==> src/rtl/mem_port_arbiter.sv <==
// Two-requester arbiter/sequencer sharing the single-port `mem` between fetch and load/store.
// Define ARB_ROUND_ROBIN_EN for round-robin tie-breaking; default is fixed data-first priority.
module mem_port_arbiter #(
    parameter int unsigned AW = 32,
    parameter int unsigned DW = 32
) (
    input  logic          clk,
    input  logic          reset,

    input  logic          i_req,
    input  logic [AW-1:0] i_addr,
    output logic          i_ack,
    output logic [DW-1:0] i_rdata,
    output logic          i_err,

    input  logic          d_req,
    input  logic          d_we,
    input  logic [AW-1:0] d_addr,
    input  logic [DW-1:0] d_wdata,
    output logic          d_ack,
    output logic [DW-1:0] d_rdata,
    output logic          d_err,

    output logic [AW-1:0] mem_addr,
    output logic [DW-1:0] mem_wdata,
    output logic          mem_read,
    output logic          mem_write,
    input  logic [DW-1:0] mem_rdata
);

    typedef enum logic [1:0] {StIdle, StAccess, StResp} state_e;

    state_e        state_q, state_d;
    logic          sel_q, sel_d;        // 1 = data port owns the current access
    logic          we_q, we_d;
    logic          err_q, err_d;
    logic [AW-1:0] mem_addr_q, mem_addr_d;
    logic [DW-1:0] mem_wdata_q, mem_wdata_d;
    logic          mem_read_q, mem_read_d;
    logic          mem_write_q, mem_write_d;
    logic [DW-1:0] i_rdata_q, i_rdata_d;
    logic          i_err_q, i_err_d;
    logic [DW-1:0] d_rdata_q, d_rdata_d;
    logic          d_err_q, d_err_d;

    logic          grant_data;
    logic [AW-1:0] sel_addr;
    logic [DW-1:0] sel_wdata;
    logic          sel_we;
    logic          sel_misaligned;
    logic [DW-1:0] rd_capture;

`ifdef ARB_ROUND_ROBIN_EN
    logic last_q, last_d;               // 1 = data port was granted last

    assign grant_data = d_req & (~i_req | ~last_q);
`else
    assign grant_data = d_req;
`endif

    assign sel_addr       = grant_data ? d_addr : i_addr;
    assign sel_wdata      = grant_data ? d_wdata : '0;
    assign sel_we         = grant_data & d_we;
    assign sel_misaligned = (sel_addr[1:0] != 2'b00);

    // Errors and stores both return zero read data.
    assign rd_capture = (err_q | we_q) ? '0 : mem_rdata;

    always_comb begin
        state_d     = state_q;
        sel_d       = sel_q;
        we_d        = we_q;
        err_d       = err_q;
        mem_addr_d  = mem_addr_q;
        mem_wdata_d = mem_wdata_q;
        mem_read_d  = mem_read_q;
        mem_write_d = mem_write_q;
        i_rdata_d   = i_rdata_q;
        i_err_d     = i_err_q;
        d_rdata_d   = d_rdata_q;
        d_err_d     = d_err_q;
`ifdef ARB_ROUND_ROBIN_EN
        last_d      = last_q;
`endif

        unique case (state_q)
            StIdle: begin
                if (i_req | d_req) begin
                    sel_d       = grant_data;
                    we_d        = sel_we;
                    err_d       = sel_misaligned;
                    mem_addr_d  = sel_addr;
                    mem_wdata_d = sel_wdata;
                    mem_read_d  = ~sel_misaligned & ~sel_we;
                    mem_write_d = ~sel_misaligned & sel_we;
`ifdef ARB_ROUND_ROBIN_EN
                    last_d      = grant_data;
`endif
                    state_d     = StAccess;
                end
            end
            StAccess: begin
                if (sel_q) begin
                    d_rdata_d = rd_capture;
                    d_err_d   = err_q;
                end else begin
                    i_rdata_d = rd_capture;
                    i_err_d   = err_q;
                end
                mem_read_d  = 1'b0;
                mem_write_d = 1'b0;
                state_d     = StResp;
            end
            StResp: begin
                state_d = StIdle;
            end
            default: begin
                state_d = StIdle;
            end
        endcase
    end

    always_ff @(posedge clk) begin
        if (reset) begin
            state_q     <= StIdle;
            sel_q       <= 1'b0;
            we_q        <= 1'b0;
            err_q       <= 1'b0;
            mem_addr_q  <= '0;
            mem_wdata_q <= '0;
            mem_read_q  <= 1'b0;
            mem_write_q <= 1'b0;
            i_rdata_q   <= '0;
            i_err_q     <= 1'b0;
            d_rdata_q   <= '0;
            d_err_q     <= 1'b0;
`ifdef ARB_ROUND_ROBIN_EN
            last_q      <= 1'b1;
`endif
        end else begin
            state_q     <= state_d;
            sel_q       <= sel_d;
            we_q        <= we_d;
            err_q       <= err_d;
            mem_addr_q  <= mem_addr_d;
            mem_wdata_q <= mem_wdata_d;
            mem_read_q  <= mem_read_d;
            mem_write_q <= mem_write_d;
            i_rdata_q   <= i_rdata_d;
            i_err_q     <= i_err_d;
            d_rdata_q   <= d_rdata_d;
            d_err_q     <= d_err_d;
`ifdef ARB_ROUND_ROBIN_EN
            last_q      <= last_d;
`endif
        end
    end

    assign i_ack     = (state_q == StResp) & ~sel_q;
    assign d_ack     = (state_q == StResp) & sel_q;
    assign i_rdata   = i_rdata_q;
    assign i_err     = i_err_q;
    assign d_rdata   = d_rdata_q;
    assign d_err     = d_err_q;
    assign mem_addr  = mem_addr_q;
    assign mem_wdata = mem_wdata_q;
    assign mem_read  = mem_read_q;
    assign mem_write = mem_write_q;

endmodule
==> config.mk <==
export PLATFORM = sky130hd
export DESIGN_NAME = mem_port_arbiter
export DESIGN_NICKNAME = d
export VERILOG_FILES = /design/src/rtl/mem_port_arbiter.sv
export SDC_FILE = /design/constraint.sdc
export NUM_CORES = 1
export LEC_CHECK = 0
export ABC_CLOCK_PERIOD_IN_PS = 1800
export CAP_MARGIN = 20
export CORE_AREA = 2 2 119 121
export DETAILED_ROUTE_END_ITERATION = 10
export DIE_AREA = 0 0 121 123
export GPL_TIMING_DRIVEN = 0
export PLACE_DENSITY_LB_ADDON = 0.2
export SETUP_SLACK_MARGIN = 0.02
export SYNTH_ARGS = -nofsm -noshare
export SYNTH_HDL_FRONTEND = slang
export SYNTH_SLANG_ARGS = --single-unit
==> constraint.sdc <==
create_clock -name clk -period 1.8 [get_ports clk]
set_input_delay 0.18 -clock clk [delete_from_list [all_inputs] [get_ports clk]]
set_output_delay 0.18 -clock clk [all_outputs]
set_load 0.02 [all_outputs]
==> results.ini, run 1 <==
[synth]
syn_avg_cell_area_sq_um=8.59
synth_top_area_frac=0.514
synthTopCellsByArea=dfxtp_1 (51%), a21oi_1 (13%), nand2_1 (7.2%), nand3_1 (6.0%), mux2i_1 (5.8%)
syn_nets=754
synth_sequential_area_ratio=0.514
postSynth.asyncResetShare=0
synth-edff-count=0
ys_seq_elements=137
synth_cell_types=27
ys_warn_count=0
synth.largest_area_cell=dfxtp_1
ys.flop_type=dfxtp_1
postSynthCellCount=621
synth_area_sq_um=5330

[clock_tree]
clock_latency_ps=410
clk_path_buf_depth=2
cts_root_buf=clkbuf_16
clock-sinks=137
cts_tree=built
htreeDepth=4
cts-hold-fix-buffers=0
cts.reportedPaths.clkPinSlew_ps=60
cts_made_buffers=17

[grt]
antenna_found_initial=0
grt_start_max_net_pins=17
track_usage=0.235
grt_pass1_vias=5598
grt_overflow=0
grt_pass1_wl_mm=27.6

[timing]
timing.final.crit_share=0.936
clock.fmax_mhz=594
hold_viol_final=0
drv_slew=0
tightestPinTransition_ps=657
period_minus_slack_ps=1680
tns_ps=0
finClkSkew_ps=7.19
finalSetupViolCount=0
hold_ws_ps=272
relSlewSlack=0.562
grt_setup_unrepaired=false

[setup_path]
critPathCaptureType=output port
critPathMaxFanout=10
critical_path_class=flip-flop to output port
start_kind=flip-flop
reg2reg_slack_ps=180
cp_data_arrival_time_ps=1500
required_ps=1620

[place]
dpl.hpwl_mm=13.3
port_buffers=265
placed_area_sq_um=8210
gp_congestion=0.805

[floorplan]
die_w_um=121
ioPinCount=267
rows=43
core_sq_um=13600
fp.dieArea_sq_um=14900
start_util=0.392
die_h_um=123

[outcome]
outcome=finished, final reports clean

[final_layout]
final_common_cell=clkdlybuf4s50_1
areaGrowthSynthToFinish_pct=64.5
nNetsFinal=1038
finalInstanceArea_sq_um=8770
fill_cells=1147
drive_gt1_frac=0.0774
diodes=0
final_cell_mix=clkdlybuf4s50_1 (263), dfxtp_1 (137), a21oi_1 (135)

[flow_run]
max_cap_viol_count=0

[detailed_routing]
first_pass_iters=7
finalWirelength_mm=17.6
drt_iter0_markers=354
wl_per_cell_um=16.1
vias=5632
viasPerCell=5.13
drt_drc_violations_left=0
drt.antenna.violating_nets=0

[hold_path]
hold_class=input port to flip-flop

[pwr]
p_leak_nw=3.17
powerDensity_nw_per_um2=947
max-vdd-ir-drop_uv=512

[critical path, cell delays in order (launching register included)]
cell and delay, ps:
dfxtp_1 350, clkbuf_4 230, and3b_1 180, clkdlybuf4s15_1 340
[layer usage]
layer  part of all wire  wire length [um]  global-route usage
met1               0.39              6850               0.260
met2               0.50              8840               0.416
met3              0.089              1570              0.0798
met4              0.020               354              0.0938
met5                  0                 0                   0
[state kept, by name, indices dropped and copies added (netlist names)]
name	flops
mem_addr	32
mem_read	1
d_err	1
err_q	1
i_err	1
sel_q	1
d_rdata	32
mem_write	1
mem_wdata	32
we_q	1
i_rdata	32
state_q	2
[final timing paths]
path | start | to | cells past startpoint
max | state_q[1] | d_ack | 3
min | reset | mem_addr[9] | 2
max reg2reg | state_q[1] | mem_addr[28] | 5
min reg2reg | i_rdata[0] | i_rdata[0] | 2
[cell usage after synthesis (all sizes together) (2+ instances only)]
library cell,number
a21oi,135
and3b,2
dfxtp,137
clkbuf,26
or2,3
nor3,2
a211oi,33
nor2,4
o21ai,36
nand2,102
nand3,64
mux2i,31
nor3b,5
buf,35
[cell type report]
cell class / instances / area [sq um] / share of cell area
flip-flops and latches: 137 / 2740 / 0.313
repair buffers: 265 / 2650 / 0.302
multi-input cells: 423 / 2280 / 0.260
clock buffers: 22 / 464 / 0.0529
plain buffers: 61 / 308 / 0.0351
well taps: 180 / 225 / 0.0257
clock inverters: 9 / 98.8 / 0.0113
[kinds of logic (layout without fill, tap and decap cells)]
kind of cell / Yosys count / after routing / synth area share
simple gates: 186 / 186 / 0.160
mux: 31 / 31 / 0.0582
compound gates: 206 / 206 / 0.210
buf+inv: 61 / 357 / 0.0572
flops: 137 / 137 / 0.514
[report_power, final]
part / switching (mW) / total (mW) / internal [mW]
clock network: 1.23 / 3.32 / 2.09
logic: 0.855 / 1.66 / 0.802
registers: 0.105 / 3.33 / 3.23
[stage by stage]
step,power [mW],utilization,instances,setup slack (ps)
5_1_grt,8.64,0.644,1097,31.9
3_5_place_dp,5.05,0.603,1066,-175
2_1_floorplan,4.19,-,621,465
3_3_place_gp,5.01,0.603,1066,-102
6_report,8.31,0.644,1097,116
4_1_cts,8.38,0.645,1097,21.6
[timing repair]
action,CTS,global route
setup endpoints to repair,2,2
hold endpoints to repair,0,0
pin swaps,0,0
gates resized for setup,6,2
buffers inserted,0,0
(Power assumes the default switching activity.)
==> run 2: changes to the inputs <==
Settings changed: ABC_AREA from default to 1.
==> run 2 against run 1 <==
Compared with the run above: synthesized cell count rose by 17%; first-iteration DRC count fell by 1.7%; critical path depth did not move; non-clock buffer count fell by 9; critical endpoint is now i_ack; total power rose by 5.0%; flip-flop and latch count did not move; sequential share of layout area barely moved.
==> results.ini, run 2 <==
[outcome]
outcome=finished, final reports clean

[synth]
synth_area_sq_um=5310
synth_top_area_frac=0.516
ys_warn_count=0
synthTopCellsByArea=dfxtp_1 (52%), nand2_1 (11%), nor2_1 (10%), o21ai_0 (8.1%), a21oi_1 (6.8%)
postSynth.asyncResetShare=0
synth_cell_types=17
synth.largest_area_cell=dfxtp_1
ys.flop_type=dfxtp_1
ys_seq_elements=137
syn_avg_cell_area_sq_um=7.29
synth-edff-count=0
synth_sequential_area_ratio=0.516
synth_common_cells=nand2_1 (156), nor2_1 (144), dfxtp_1 (137)
postSynthCellCount=728
syn_nets=861
yosysMostFrequentCell=nand2_1

[detailed_routing]
drt_drc_violations_left=0
drt_iter0_markers=348
viasPerCell=4.74
first_pass_iters=4
vias=5712
drt.antenna.violating_nets=0
wl_per_cell_um=14.5
finalWirelength_mm=17.5

[final_layout]
fill_cells=1232
areaGrowthSynthToFinish_pct=65.2
final_common_cell=clkdlybuf4s50_1
finalInstanceArea_sq_um=8770
finalCoreUtilization=0.645
nNetsFinal=1145
drive_gt1_frac=0.0674
diodes=0
final_cell_mix=clkdlybuf4s50_1 (263), nand2_1 (156), nor2_1 (144)

[timing]
tns_ps=0
hold_ws_ps=324
relSlewSlack=0.658
finClkSkew_ps=6.87
clock.fmax_mhz=602
hold_viol_final=0
finalSetupViolCount=0
tightestPinTransition_ps=513
period_minus_slack_ps=1660
drv_slew=0
grt_setup_unrepaired=false
setup_ws_ps=138
timing.final.crit_share=0.924

[floorplan]
die_w_um=121
die_h_um=123
rows=43
start_util=0.390
ioPinCount=267
fp.dieArea_sq_um=14900
core_sq_um=13600

[clock_tree]
cts-hold-fix-buffers=0
htreeDepth=4
cts_made_buffers=17
cts_tree=built
cts_root_buf=clkbuf_16
cts.reportedPaths.clkPinSlew_ps=60
clock_latency_ps=410
cts_setup_buffers=0
cts_resized=2
clock-sinks=137
clk_path_buf_depth=2

[pwr]
switching_share=0.280
seqPwrFrac=0.390
max-vdd-ir-drop_uv=661
switching_power_mw=2.45
powerDensity_nw_per_um2=994
p_leak_nw=3.70
clkPwrFrac=0.395
p_int_mw=6.28
comb_power_share=0.215

[hold_path]
hold_class=input port to flip-flop

[grt]
grt_pass1_vias=5600
track_usage=0.235
grt_start_max_net_pins=17
grt_pass1_wl_mm=27.5
antenna_found_initial=0
grt_overflow=0

[setup_path]
critPathMaxFanout=4
start_kind=flip-flop
critPathCaptureType=output port
cp_data_arrival_time_ps=1480
required_ps=1620
critical_path_class=flip-flop to output port

[place]
gp_congestion=0.796
placed_area_sq_um=8190
dpl.hpwl_mm=12.9
port_buffers=265
dp_slack_ps=32.2

[flow_run]
max_cap_viol_count=0

-- run 2: cell count changes after synthesis, moves of 3 or more --
cell      change
o21ai_0      +50
a21oi_1      -63
buf_6         -3
nor2_1      +141
buf_2         -4
a211oi_1     -33
inv_2         +5
nor3b_1       -3
nand2_1      +54
nand3_1      -30
inv_1        +20
mux2i_1      -31
o21ai_1      +12
-- run 2: kinds of logic (layout without fill, tap and decap cells) --
kind of cell    count (synthesis)  count (layout)  synth area share
simple gates                  344             344             0.261
compound gates                170             170             0.160
flops                         137             137             0.516
buf+inv                        77             373            0.0620
-- run 2: worst max-delay path, stage by stage, from the launching register on --
cell	delay (ps)
dfxtp_1	420
inv_1	120
nor3_1	160
dlygate4sd2_1	380
-- run 2: final cells by class --
class                      count  area, sq um  share of cell area
clock inverter                 8         83.8             0.00956
timing repair buffer         265         2650               0.302
clock buffer                  23          508              0.0579
multi-input combinational    514         2240               0.255
tap                          180          225              0.0257
sequential                   137         2740               0.313
buffer                        52          235              0.0268
inverter                      25         93.8              0.0107
-- run 2: metrics by stage --
stage | power, mW | instances
3_3_place_gp | 5.33 | 1173
6_report | 8.72 | 1204
4_1_cts | 8.79 | 1204
3_5_place_dp | 5.35 | 1173
2_1_floorplan | 4.38 | 728
5_1_grt | 9.12 | 1204
-- run 2: power groups by stage --
stage	clock network (mW)	logic, mW	registers, mW
2_1_floorplan	0	0.634	3.74
3_3_place_gp	0	1.87	3.46
3_5_place_dp	0	1.88	3.47
4_1_cts	3.50	1.89	3.41
5_1_grt	3.64	2.05	3.43
6_report	3.44	1.87	3.41
-- run 2: path summary, 6_finish.rpt --
| check | to | cells after the start | slack (ps) | start |
|---|---|---|---|---|
| worst max-delay path | i_ack | 3 | 140 | state_q[1] |
| worst min-delay path | we_q | 3 | 320 | reset |
| worst max register to register | mem_addr[1] | 6 | 330 | state_q[0] |
| worst min register to register | mem_wdata[1] | 2 | 460 | mem_wdata[1] |
-- run 2: metal layers --
| layer | global-route usage | part of all wire | up-vias |
|---|---|---|---|
| li1 | - | - | 2919 |
| met1 | 0.284 | 0.42 | 2582 |
| met2 | 0.394 | 0.48 | 182 |
| met3 | 0.0706 | 0.076 | 29 |
| met4 | 0.0908 | 0.022 | 0 |
| met5 | 0 | 0 | - |
==> run 3: changes to the inputs <==
--- a/config.mk
+++ b/config.mk
@@ -7,9 +7,9 @@
 export LEC_CHECK = 0
 export ABC_AREA = 1
-export ABC_CLOCK_PERIOD_IN_PS = 1800
+export ABC_CLOCK_PERIOD_IN_PS = 1400
 export CAP_MARGIN = 20
-export CORE_AREA = 2 2 119 121
+export CORE_AREA = 2 2 125 127
 export DETAILED_ROUTE_END_ITERATION = 10
-export DIE_AREA = 0 0 121 123
+export DIE_AREA = 0 0 127 129
 export GPL_TIMING_DRIVEN = 0
 export PLACE_DENSITY_LB_ADDON = 0.2
==> constraint.sdc (replaced) <==
create_clock -name clk -period 1.4 [get_ports clk]
set_input_delay 0.14 -clock clk [delete_from_list [all_inputs] [get_ports clk]]
set_output_delay 0.14 -clock clk [all_outputs]
set_load 0.05 [all_outputs]
==> run 3 against run 2 <==
Compared with the run above: core utilization decreased by 4.0 points; register-to-register slack got worse by 210 ps; combinational power increased by 64%; final cell count increased by 1.1%; die area increased by 10%; clock skew increased by 2.6 ps; via count about the same; global-route usage decreased by 1.7 points; clock power increased by 29%; largest power group unchanged.
==> results.ini, run 3 (same netlist as run 2, synthesis figures left out) <==
[outcome]
outcome=finished, final reports clean

[grt]
antenna_found_initial=0
grt_pass1_vias=5588
grt_pass1_wl_mm=28.1
grt_start_max_net_pins=17
grt_overflow=0
track_usage=0.218

[clock_tree]
cts_tree=built
cts_root_buf=clkbuf_16
cts.reportedPaths.clkPinSlew_ps=60
cts_made_buffers=17
htreeDepth=4
clock_latency_ps=420
clk_path_buf_depth=2
clock-sinks=137

[pwr]
switching_power_mw=3.90
seqPwrFrac=0.369
p_leak_nw=3.81
p_int_mw=7.98
max-vdd-ir-drop_uv=876
powerDensity_nw_per_um2=1310
clkPwrFrac=0.373
comb_power_share=0.258
switching_share=0.328

[timing]
finClkSkew_ps=9.45
tightestPinTransition_ps=509
clock.fmax_mhz=745
period_minus_slack_ps=1340
grt_setup_unrepaired=true
finalSetupViolCount=0
hold_viol_final=0
drv_slew=0
timing.final.crit_share=0.959
relSlewSlack=0.661

[place]
dpl.hpwl_mm=13.0
dp.cells=1181
gp_congestion=0.807
port_buffers=265

[final_layout]
areaGrowthSynthToFinish_pct=70.5
drive_gt1_frac=0.214
final_common_cell=nand2_1
final_cell_mix=nand2_1 (156), nor2_1 (144), dfxtp_1 (134)
diodes=0
finalCoreUtilization=0.605
final_cells=1217
nNetsFinal=1149

[setup_path]
required_ps=1260
endpoint=d_ack
slowest_stage=dfxtp_4
start_kind=flip-flop
cp_data_arrival_time_ps=1200
critical_path_class=flip-flop to output port
cp_cell_sequence=inv_6 -> nor3_4 -> buf_6
startpoint=state_q[1]
critPathMaxFanout=4
r2r-start=state_q[1]
reg2reg_slack_ps=120
crit_path_max_incr_delay_ps=390
reg2regPathDepth=7
r2r_end=d_rdata[14]
critPathCaptureType=output port

[floorplan]
rows=45
ioPinCount=267
core_sq_um=15000
start_util=0.355
die_h_um=129
fp.dieArea_sq_um=16400
die_w_um=127

[detailed_routing]
wl_per_cell_um=14.7
vias=5709
drt_iter0_markers=282
drt_drc_violations_left=0
first_pass_iters=7
viasPerCell=4.69
finalWirelength_mm=17.9
drt.antenna.violating_nets=0

[hold_path]
hold_class=input port to flip-flop
hold_path_depth=3

[flow_run]
max_cap_viol_count=0

-- run 3: changes by cell type in the layout (fill, tap and decap cells not counted), moves of 3 or more --
cell,previous run,this run
dfxtp_1,137,134
clkbuf_2,1,6
clkbuf_8,6,1
buf_4,3,14
clkbuf_1,26,20
clkdlybuf4s50_1,263,131
clkdlybuf4s15_2,0,132
dfxtp_4,0,3
buf_2,23,15
clkinv_4,2,5
-- run 3: metrics by stage --
step | setup TNS [ps] | setup slack, ps | total power [mW] | cell area, sq um | hold slack (ps)
after floorplan | 0 | 32.1 | 6.30 | 5320 | 302
after global placement | -20470 | -383 | 7.53 | 8210 | 448
after detailed placement | -22930 | -379 | 7.55 | 8210 | 454
after CTS | -16.7 | -16.7 | 11.9 | 8990 | 278
after global routing | -2.30 | -1.48 | 12.4 | 9060 | 292
final | 0 | 57.7 | 11.9 | 9060 | 297
-- run 3: layout make-up --
type / count / area, sq um
Fill cell: 1411 / 5920
Timing Repair Buffer: 270 / 2860
Sequential cell: 137 / 2750
Multi-Input combinational cell: 514 / 2260
Clock buffer: 19 / 443
Buffer: 51 / 259
Tap cell: 188 / 235
Clock inverter: 13 / 146
Inverter: 25 / 101
-- run 3: how the worst min path moves through the flow --
stage                              from             to  slack, ps
after CTS                    d_wdata[9]   mem_wdata[9]        280
after global routing        d_wdata[21]  mem_wdata[21]        290
final                        d_wdata[9]   mem_wdata[9]        300
after detailed placement  mem_wdata[21]  mem_wdata[21]        450
after floorplan           mem_rdata[10]    d_rdata[10]        300
after global placement    mem_wdata[12]  mem_wdata[12]        450
-- run 3: layer usage --
layer | track usage | up-vias | wire (um)
li1 | - | 2929 | -
met3 | 0.0682 | 27 | 1260
met5 | 0 | - | 0
met4 | 0.0840 | 0 | 378
met2 | 0.365 | 195 | 8490
met1 | 0.263 | 2558 | 7790
-- run 3: critical path, delay by kind of cell (launching register included) --
family,cells,cell delay (ps)
DFF,1,390
and+or+nand+nor,1,160
buffers and inverters,2,230
-- run 3: power by group through the flow --
stage | Clock [mW] | Sequential (mW) | Combinational [mW]
2_1_floorplan | 0 | 5.48 | 0.820
3_3_place_gp | 0 | 4.45 | 3.08
3_5_place_dp | 0 | 4.46 | 3.09
4_1_cts | 4.51 | 4.38 | 3.04
5_1_grt | 4.71 | 4.42 | 3.28
6_report | 4.43 | 4.38 | 3.06
-- run 3: repair_timing --
item / 4_1_cts / 5_1_grt
hold buffers: 0 / 0
buffers inserted: 2 / 3
pin swaps: 2 / 4
gates resized for setup: 421 / 23
setup endpoints to repair: 246 / 91
